==> config.mk <==
export PLATFORM = sky130hd
export DESIGN_NAME = obi_bus_arbiter
export DESIGN_NICKNAME = d
export VERILOG_FILES = /design/src/rtl/obi_arb_pkg.sv /design/src/rtl/obi_rr_pick.sv /design/src/rtl/obi_bus_arbiter.sv
export SDC_FILE = /design/constraint.sdc
export NUM_CORES = 1
export LEC_CHECK = 0
export CAP_MARGIN = 20
export CORE_AREA = 2 2 113 115
export CTS_CLUSTER_DIAMETER = 100
export DETAILED_ROUTE_END_ITERATION = 12
export DIE_AREA = 0 0 115 117
export PLACE_DENSITY = 0.74
export SLEW_MARGIN = 40
export SYNTH_ARGS = -nofsm -noshare
export SYNTH_HDL_FRONTEND = slang
export SYNTH_HIERARCHICAL = 1
export SYNTH_SLANG_ARGS = --single-unit
==> constraint.sdc <==
create_clock -name clk_i -period 3.8 [get_ports clk_i]
set_input_delay 1.14 -clock clk_i [delete_from_list [all_inputs] [get_ports clk_i]]
set_output_delay 1.14 -clock clk_i [all_outputs]
set_load 0.005 [all_outputs]
==> src/rtl/obi_arb_pkg.sv <==
// Shared types and constants for the OBI bus arbiter.
//   arb_state_e : arbiter FSM states
//   ERR_RDATA   : read data returned with a timeout error response
//   idx_width() : bit width needed to index NUM_REQ masters
package obi_arb_pkg;

    typedef enum logic [1:0] {
        StIdle,
        StAddr,
        StResp
    } arb_state_e;

    localparam logic [31:0] ERR_RDATA = 32'hBADC_0FFE;

    function automatic int unsigned idx_width(input int unsigned n);
        return (n <= 1) ? 1 : $clog2(n);
    endfunction

endpackage

==> src/rtl/obi_rr_pick.sv <==
// Combinational winner selection for the OBI arbiter.
// Ports:
//   req_i     : request vector, one bit per master
//   last_i    : index of the most recently served master
//   rr_mode_i : 1 = rotating priority starting after last_i, 0 = lowest index wins
//   idx_o     : winning master index (0 when nothing requests)
//   valid_o   : at least one master is requesting
module obi_rr_pick #(
    parameter int unsigned NumReq = 2,
    parameter int unsigned IdxW   = 1
) (
    input  logic [NumReq-1:0] req_i,
    input  logic [IdxW-1:0]   last_i,
    input  logic              rr_mode_i,
    output logic [IdxW-1:0]   idx_o,
    output logic              valid_o
);

    logic            found;
    logic [IdxW-1:0] cand;

    // Scan candidates in priority order; the first requester found wins.
    always_comb begin
        idx_o = '0;
        found = 1'b0;
        cand  = '0;
        for (int unsigned i = 0; i < NumReq; i++) begin
            if (rr_mode_i) begin
                cand = IdxW'((32'(last_i) + i + 32'd1) % NumReq);
            end else begin
                cand = IdxW'(i);
            end
            if (!found && req_i[cand]) begin
                found = 1'b1;
                idx_o = cand;
            end
        end
    end

    assign valid_o = |req_i;

endmodule

==> src/rtl/obi_bus_arbiter.sv <==
// Shares one OBI-style slave bus between NUM_REQ masters with a single
// outstanding transaction. Round-robin or fixed priority, per-transaction
// response timeout with an error response, saturating timeout counter.
// Ports:
//   clk_i, rst_ni         : clock, asynchronous active-low reset
//   m_req_i / m_gnt_o     : per-master request / grant (grant one-hot or zero)
//   m_rvalid_o / m_err_o  : per-master response valid / error (error qualified by rvalid)
//   m_addr_i, m_we_i, m_be_i, m_wdata_i : flattened per-master request payload
//   m_rdata_o             : read data shared by all masters
//   slv_*                 : single slave port towards the address decoder
//   busy_o                : arbiter is not idle
//   timeout_cnt_o         : saturating count of timed-out transactions
module obi_bus_arbiter
    import obi_arb_pkg::*;
#(
    parameter int unsigned NUM_REQ        = 2,
    parameter int unsigned ADDR_WIDTH     = 32,
    parameter int unsigned ROUND_ROBIN    = 1,
    parameter int unsigned TIMEOUT_CYCLES = 64
) (
    input  logic                          clk_i,
    input  logic                          rst_ni,
    input  logic [NUM_REQ-1:0]            m_req_i,
    output logic [NUM_REQ-1:0]            m_gnt_o,
    output logic [NUM_REQ-1:0]            m_rvalid_o,
    output logic [NUM_REQ-1:0]            m_err_o,
    input  logic [NUM_REQ*ADDR_WIDTH-1:0] m_addr_i,
    input  logic [NUM_REQ-1:0]            m_we_i,
    input  logic [NUM_REQ*4-1:0]          m_be_i,
    input  logic [NUM_REQ*32-1:0]         m_wdata_i,
    output logic [31:0]                   m_rdata_o,
    output logic                          slv_req_o,
    input  logic                          slv_gnt_i,
    input  logic                          slv_rvalid_i,
    output logic [ADDR_WIDTH-1:0]         slv_addr_o,
    output logic                          slv_we_o,
    output logic [3:0]                    slv_be_o,
    output logic [31:0]                   slv_wdata_o,
    input  logic [31:0]                   slv_rdata_i,
    output logic                          busy_o,
    output logic [7:0]                    timeout_cnt_o
);

    localparam int unsigned     IdxW     = idx_width(NUM_REQ);
    // Reset last_grant to the top index so master 0 wins the first round.
    localparam logic [IdxW-1:0] LastInit = IdxW'(NUM_REQ - 1);
    localparam logic [31:0]     TimeoutLast =
        (TIMEOUT_CYCLES == 0) ? 32'd0 : 32'(TIMEOUT_CYCLES - 1);

    arb_state_e      state_q, state_d;
    logic [IdxW-1:0] owner_q, owner_d;
    logic [IdxW-1:0] last_q, last_d;
    logic [31:0]     timer_q, timer_d;
    logic [7:0]      tcnt_q, tcnt_d;

    logic [IdxW-1:0] pick_idx;
    logic            pick_valid;
    logic            owner_req;
    logic            slv_hs;
    logic            timeout_hit;

    obi_rr_pick #(
        .NumReq (NUM_REQ),
        .IdxW   (IdxW)
    ) u_pick (
        .req_i     (m_req_i),
        .last_i    (last_q),
        .rr_mode_i (ROUND_ROBIN != 0),
        .idx_o     (pick_idx),
        .valid_o   (pick_valid)
    );

    assign owner_req = m_req_i[owner_q];
    assign slv_hs    = (state_q == StAddr) && owner_req && slv_gnt_i;
    // A real response in the same cycle takes precedence over the timeout.
    assign timeout_hit = (TIMEOUT_CYCLES != 0) && (state_q == StResp) &&
                         !slv_rvalid_i && (timer_q == TimeoutLast);

    // State register
    always_ff @(posedge clk_i or negedge rst_ni) begin
        if (!rst_ni) begin
            state_q <= StIdle;
            owner_q <= '0;
            last_q  <= LastInit;
            timer_q <= '0;
            tcnt_q  <= '0;
        end else begin
            state_q <= state_d;
            owner_q <= owner_d;
            last_q  <= last_d;
            timer_q <= timer_d;
            tcnt_q  <= tcnt_d;
        end
    end

    // Next-state logic
    always_comb begin
        state_d = state_q;
        owner_d = owner_q;
        last_d  = last_q;
        timer_d = timer_q;
        tcnt_d  = tcnt_q;
        unique case (state_q)
            StIdle: begin
                if (pick_valid) begin
                    owner_d = pick_idx;
                    state_d = StAddr;
                end
            end
            StAddr: begin
                if (!owner_req) begin
                    // Request withdrawn before grant: abandon without updating last_grant.
                    state_d = StIdle;
                end else if (slv_gnt_i) begin
                    timer_d = '0;
                    state_d = StResp;
                end
            end
            StResp: begin
                timer_d = timer_q + 32'd1;
                if (slv_rvalid_i) begin
                    last_d  = owner_q;
                    state_d = StIdle;
                end else if (timeout_hit) begin
                    last_d  = owner_q;
                    state_d = StIdle;
                    if (tcnt_q != 8'hFF) begin
                        tcnt_d = tcnt_q + 8'd1;
                    end
                end
            end
            default: state_d = StIdle;
        endcase
    end

    // Outputs
    always_comb begin
        slv_req_o   = 1'b0;
        slv_addr_o  = '0;
        slv_we_o    = 1'b0;
        slv_be_o    = '0;
        slv_wdata_o = '0;
        m_gnt_o     = '0;
        m_rvalid_o  = '0;
        m_err_o     = '0;
        m_rdata_o   = '0;
        unique case (state_q)
            StAddr: begin
                slv_req_o   = owner_req;
                slv_addr_o  = m_addr_i[owner_q*ADDR_WIDTH +: ADDR_WIDTH];
                slv_we_o    = m_we_i[owner_q];
                slv_be_o    = m_be_i[owner_q*4 +: 4];
                slv_wdata_o = m_wdata_i[owner_q*32 +: 32];
                if (slv_hs) begin
                    m_gnt_o[owner_q] = 1'b1;
                end
            end
            StResp: begin
                if (slv_rvalid_i) begin
                    m_rvalid_o[owner_q] = 1'b1;
                    m_rdata_o           = slv_rdata_i;
                end else if (timeout_hit) begin
                    m_rvalid_o[owner_q] = 1'b1;
                    m_err_o[owner_q]    = 1'b1;
                    m_rdata_o           = ERR_RDATA;
                end
            end
            default: ;
        endcase
    end

    assign busy_o        = (state_q != StIdle);
    assign timeout_cnt_o = tcnt_q;

    a_gnt_onehot: assert property (@(posedge clk_i) disable iff (!rst_ni) $onehot0(m_gnt_o));
    a_rvalid_onehot: assert property (@(posedge clk_i) disable iff (!rst_ni)
                                      $onehot0(m_rvalid_o));
    a_owner_range: assert property (@(posedge clk_i) disable iff (!rst_ni)
                                    32'(owner_q) < NUM_REQ);

endmodule

**Word-level counts from Yosys, hierarchy flattened**

Index checks and enable logic that the tools add are counted.

- Output and inout port bits: 117
- Input bits: 176
- Flip-flop bits (word level): 44

- Add/subtract/negate cells: 4
- Reduce and logical (&&, ||, !) cells: 18
- Order comparisons: 4
- Eq/ne operators: 9
- Bitwise logic cells: 1
- Mux-type cells: 39
- Shift operators: 3

Operator list:

| operator | count |
|---|---|
| 2-to-1 mux 32 bit | 7 |
| indexed part select 64 x 7 -> 32 bit | 2 |
| case mux 32 bit (2 select lines) | 1 |
| adder 32 x 1 -> 32 bit (second input constant) | 1 |
| == test 32 x 6 -> 1 bit (second input constant) | 1 |
| 2-to-1 mux 2 bit | 12 |
| 2-to-1 mux 1 bit | 16 |
| adder 8 x 1 -> 8 bit (second input constant) | 1 |
| != test 8 bit (second input constant) | 1 |
| indexed part select 8 x 4 -> 4 bit | 1 |
| logical AND 1 bit | 6 |
| < comparator 1 x 2 -> 1 bit (second input constant) | 3 |
| != test 2 bit (second input constant) | 3 |
| != test 3 bit (second input constant) | 2 |
| case mux 2 bit (3 select lines) | 1 |
| AND reduction 3 bit | 2 |
| nonzero test 2 bit | 3 |
| 2-to-1 mux 4 bit | 1 |
| AND reduction 2 bit | 2 |
| AND reduction 4 bit | 1 |
| adder 1 bit (second input constant) | 2 |
| == test 2 x 1 -> 1 bit (second input constant) | 1 |
| == test 2 bit (second input constant) | 1 |
| zero test 1 bit | 2 |
| 5 further kinds | 5 |

**Longest topological paths before layout**

- Depth in word-level cells: 7
- Mapped depth: 8

**Cells and area by module**

The synthesis kept the hierarchy.

By module, submodules not included:

| module | cells each | area each (µm²) | instances | sequential area each (µm²) |
|---|---|---|---|---|
| obi_bus_arbiter | 463 | 3613.5 | 1 | 1102.3 |
| obi_rr_pick | 3 | 20.0 | 1 | 0.0 |

**Worst setup path before layout**

Ideal clock, no wire load.

- Path kind: input to output
- Start point: in slv_rvalid_i
- End point: out m_rdata_o[10]
- Required time: 2.660 ns
- Arrival: 2.398 ns
- Path slack: 0.262 ns
- Path buffers: 2
- Cell stages on the path: 6
- Path through: clkbuf_1 -> nor4_1 -> nand4_1 -> or3_1 -> clkbuf_1 -> a21oi_1

- Longest elaborated chain between the ends: 6

RTL lines:

| element | RTL line | source |
|---|---|---|
| start, declared | obi_bus_arbiter.sv:34 | `input logic slv_rvalid_i,` |
| zero test 1 bit | obi_bus_arbiter.sv:77 | `!slv_rvalid_i && (timer_q == TimeoutLast);` |
| logical AND 1 bit | obi_bus_arbiter.sv:76 | `assign timeout_hit = (TIMEOUT_CYCLES != 0) && (state_q == StResp) &&` |
| logical AND 1 bit | obi_bus_arbiter.sv:77 |  |
| 2-to-1 mux 32 bit | obi_bus_arbiter.sv:162 | `end else if (timeout_hit) begin` |
| 2-to-1 mux 32 bit * | obi_bus_arbiter.sv:159 | `if (slv_rvalid_i) begin` |
| 2-to-1 mux 32 bit * | obi_bus_arbiter.sv:147 | `unique case (state_q)` |
| end, declared | obi_bus_arbiter.sv:31 | `output logic [31:0] m_rdata_o,` |

Every way passes the cells marked *; elsewhere a longest branch is shown, timed or not.

**Worst setup path in the final report**

- Start point: in m_wdata_i[0]
- End point: out slv_wdata_o[0]

- Longest elaborated chain between the ends: 2

RTL lines:

| element | RTL line | source |
|---|---|---|
| start, declared | obi_bus_arbiter.sv:30 | `input logic [NUM_REQ*32-1:0] m_wdata_i,` |
| indexed part select 64 x 7 -> 32 bit | obi_bus_arbiter.sv:153 | `slv_wdata_o = m_wdata_i[owner_q*32 +: 32];` |
| 2-to-1 mux 32 bit | obi_bus_arbiter.sv:147 |  |
| end, declared | obi_bus_arbiter.sv:38 | `output logic [31:0] slv_wdata_o,` |

Every way passes these cells.

==> flow_summary.yaml <==
run_status:
  status: "completed"
cts:
  cts_root_buf: "clkbuf_16"
  clock-sinks: 44
  htree_levels: 2
  clk_pin_slew_ns: 0.06
  cts_buffer_depth: 2
  clk_latency_ns: 0.28
  holdBufCountCts: 0
  cts_tree: "yes"
  cts_buffers: 5
synth:
  syn_nets: 644
  synthCells: 466
  ys_seq_area_share_pct: 30.3
  ys_warn_count: 6
  avgSynthCellArea_um2: 7.80
  ys_ff_latch: 44
  synth_area_um2: 3630
  synthDistinctLibCells: 36
timing:
  finalSetupViolCount: 0
  worst_pin_slew_ns: 0.639
  hold_viol: 0
  holdWs_ns: 0.579
  slew-limit-headroom_pct: 57.4
  post-route-period-util_pct: 98.3
  max_clock_freq_ghz: 0.268
  min_period_ns: 3.73
  tns_ns: 0
  finClkSkew_ns: 0.00333
  drv_slew: 0
  rsz0062_at_grt: "no"
global_route:
  antenna_found_initial: 1
  grt_max_degree: 57
  grt_pass1_wl_um: 26700
  grt_util_all_layers_pct: 26.6
  grt.overflow.total: 0
  grt_pass1_vias: 4667
setup_path:
  timing.rr.start: "timer_q[28]$_DFFE_PN0P_"
  endpoint_kind: "primary output"
  r2r_cells: 19
  crit_type: "in2out"
  critPathLaunchType: "primary input"
  arrival_ns: 2.59
  slowest_delay_ns: 0.59
  cp.required_ns: 2.66
  path_common_cell: "clkdlybuf4s50_1"
  ff2ff_setup_slack_ns: 0.36
  critPathMaxFanout: 1
  cpMaxStageDelayCell: "clkdlybuf4s50_1"
  path_cells: "clkdlybuf4s50_1 > mux2i_1 > buf_4 > nor2_1 > clkdlybuf4s50_1"
  reg2reg_to: "last_q$_DFFE_PN1P_"
power:
  vdd_drop_max_uv: 283
  power_mw: 3.34
  power_density_nw_per_um2: 471
  p_leak_nw: 3.04
place:
  hpwl_um: 15200
  io_buffers: 292
  dpl_cell_area_um2: 6760
  place_congestion: 0.866
die:
  die_h_um: 117
  num_rows: 41
  die-area_um2: 13500
  start_util_pct: 29.5
  ios: 293
  core-area_um2: 12300
  fp.dieW_um: 115
layout:
  fin_nets: 940
  fillers: 1114
  design_area_um2: 7080
  drive_above_1_share_pct: 8.39
  area_growth_pct: 94.9
  post-route-util_pct: 57.5
drt:
  drcViolationCount: 0
  wire_per_inst_um: 21.0
  drt_first_pass_iters: 5
  drtAntennaViolNets: 0
  vias: 4706
  totalWireLength_um: 19200
  drtIter0Drc: 285
  via_per_inst: 5.15
hold_path:
  min_to: "timer_q[9]$_DFFE_PN0P_"
  hold_class: "reg2reg"
  worstHoldPathCells: 2
  hp-start: "timer_q[9]$_DFFE_PN0P_"
flow_run:
  maxCapViolCount: 0
## flip-flops by register name, summed over array words and instances (netlist names)
name and flops:
timer_q 32, owner_q 1, timeout_cnt_o 8, state_q 2, last_q 1
## worst max-delay path: cells and delay by family
family	cells	cell delay (ns)
buffers and inverters	3	1.25
AND/OR/NAND/NOR	1	0.08
multiplexers	1	0.13
## power by group
group | internal [mW] | switching, mW | total (mW) | leakage [nW]
Combinational | 1.15 | 0.994 | 2.14 | 2.35
Clock | 0.346 | 0.174 | 0.520 | 0.0901
Sequential | 0.526 | 0.148 | 0.674 | 0.603
Total | 2.02 | 1.32 | 3.34 | 3.04
## how the worst max path moves through the flow
stage / start / endpoint / slack, ns
6_report: m_wdata_i[0] / slv_wdata_o[0] / 0.07
3_5_place_dp: slv_rvalid_i / m_rdata_o[20] / -0.64
2_1_floorplan: slv_rvalid_i / m_rdata_o[10] / 0.26
5_1_grt: m_wdata_i[32] / slv_wdata_o[0] / 0.02
4_1_cts: slv_rvalid_i / m_err_o[1] / 0.002
3_3_place_gp: slv_rvalid_i / m_rdata_o[3] / -0.49
## cells in the final DEF (no fill, tap or decap), drive strengths merged, types with 2 or more instances in the layout
master,synthesis,final
clkbuf,27,7
nand3,12,12
dfrtp,43,43
o21a,2,2
nand2,43,43
or3,11,11
nand4,11,11
xnor2,15,15
and3,15,15
nand2b,4,4
a21oi,32,32
o31ai,5,5
ha,2,2
clkdlybuf4s15,0,3
mux2,5,5
dlygate4sd2,0,24
mux2i,70,70
xor2,8,8
or2,3,3
and4,5,5
or4,5,5
clkdlybuf4s50,0,262
buf,8,34
o21ai,9,9
nor3,9,9
nor2,96,96
nor4,14,14
inv,6,6
## routing by layer
| layer | wire [µm] | vias up | global-route usage (%) |
|---|---|---|---|
| met2 | 9030 | 260 | 43.6 |
| met3 | 2860 | 23 | 15.7 |
| met1 | 6790 | 2207 | 29.2 |
| met5 | 0 | - | 0 |
| li1 | - | 2216 | - |
| met4 | 499 | 0 | 8.19 |
## cells in the mapped netlist (all sizes together)
cell type | count | share of area, %
nor2 | 96 | 9.9
mux2i | 70 | 19
dfrtp | 43 | 30
nand2 | 43 | 4.4
a21oi | 32 | 4.4
clkbuf | 27 | 2.8
and3 | 15 | 2.6
xnor2 | 15 | 3.6
nor4 | 14 | 2.4
nand3 | 12 | 1.7
nand4 | 11 | 1.9
or3 | 11 | 1.9
nor3 | 9 | 1.2
o21ai | 9 | 1.2
buf | 8 | 1.5
xor2 | 8 | 1.9
inv | 6 | 0.62
and4 | 5 | 1.2
mux2 | 5 | 1.5
o31ai | 5 | 1.0
or4 | 5 | 1.1
nand2b | 4 | 0.69
or2 | 3 | 0.52
ha | 2 | 0.69
o21a | 2 | 0.41
a21boi | 1 | 0.21
a22o | 1 | 0.24
conb | 1 | 0.10
dfstp | 1 | 0.72
nor2b | 1 | 0.17
o31a | 1 | 0.24
## area by class of cell
type                       count  area [µm²]  area share [%]
antenna                        1        2.50          0.0353
clock buffer                   7         153            2.16
clock inverter                 1        30.0           0.424
inverter                       6        22.5           0.318
multi-input combinational    381        2410            34.1
sequential                    44        1110            15.6
tap                          150         188            2.65
timing repair buffer         324        3170            44.7
## cells by family after synthesis
group                      after synthesis  synth area share (%)
buffers and inverters                   41                  4.96
other                                    1                 0.103
and+or+nand+nor                        229                  29.8
muxes                                   75                  20.8
AOI/OAI and AO/OA                       51                  7.78
DFF                                     44                  30.3
adders and majority gates                2                 0.689
xor gates and xnor gates                23                  5.54
## what timing repair did
item	4_1_cts	5_1_grt
buffers inserted	14	1
setup endpoints to repair	34	27
endpoints found under the hold margin	0	0
resized for setup	44	7
pin swaps	4	5
## through the flow
stage	worst slack, ns	instances
floorplan	0.262	466
global placement	-0.486	891
detailed placement	-0.636	891
CTS	0.00159	913
global route	0.0168	913
finish	0.0656	914
(Power assumes the default switching activity.)
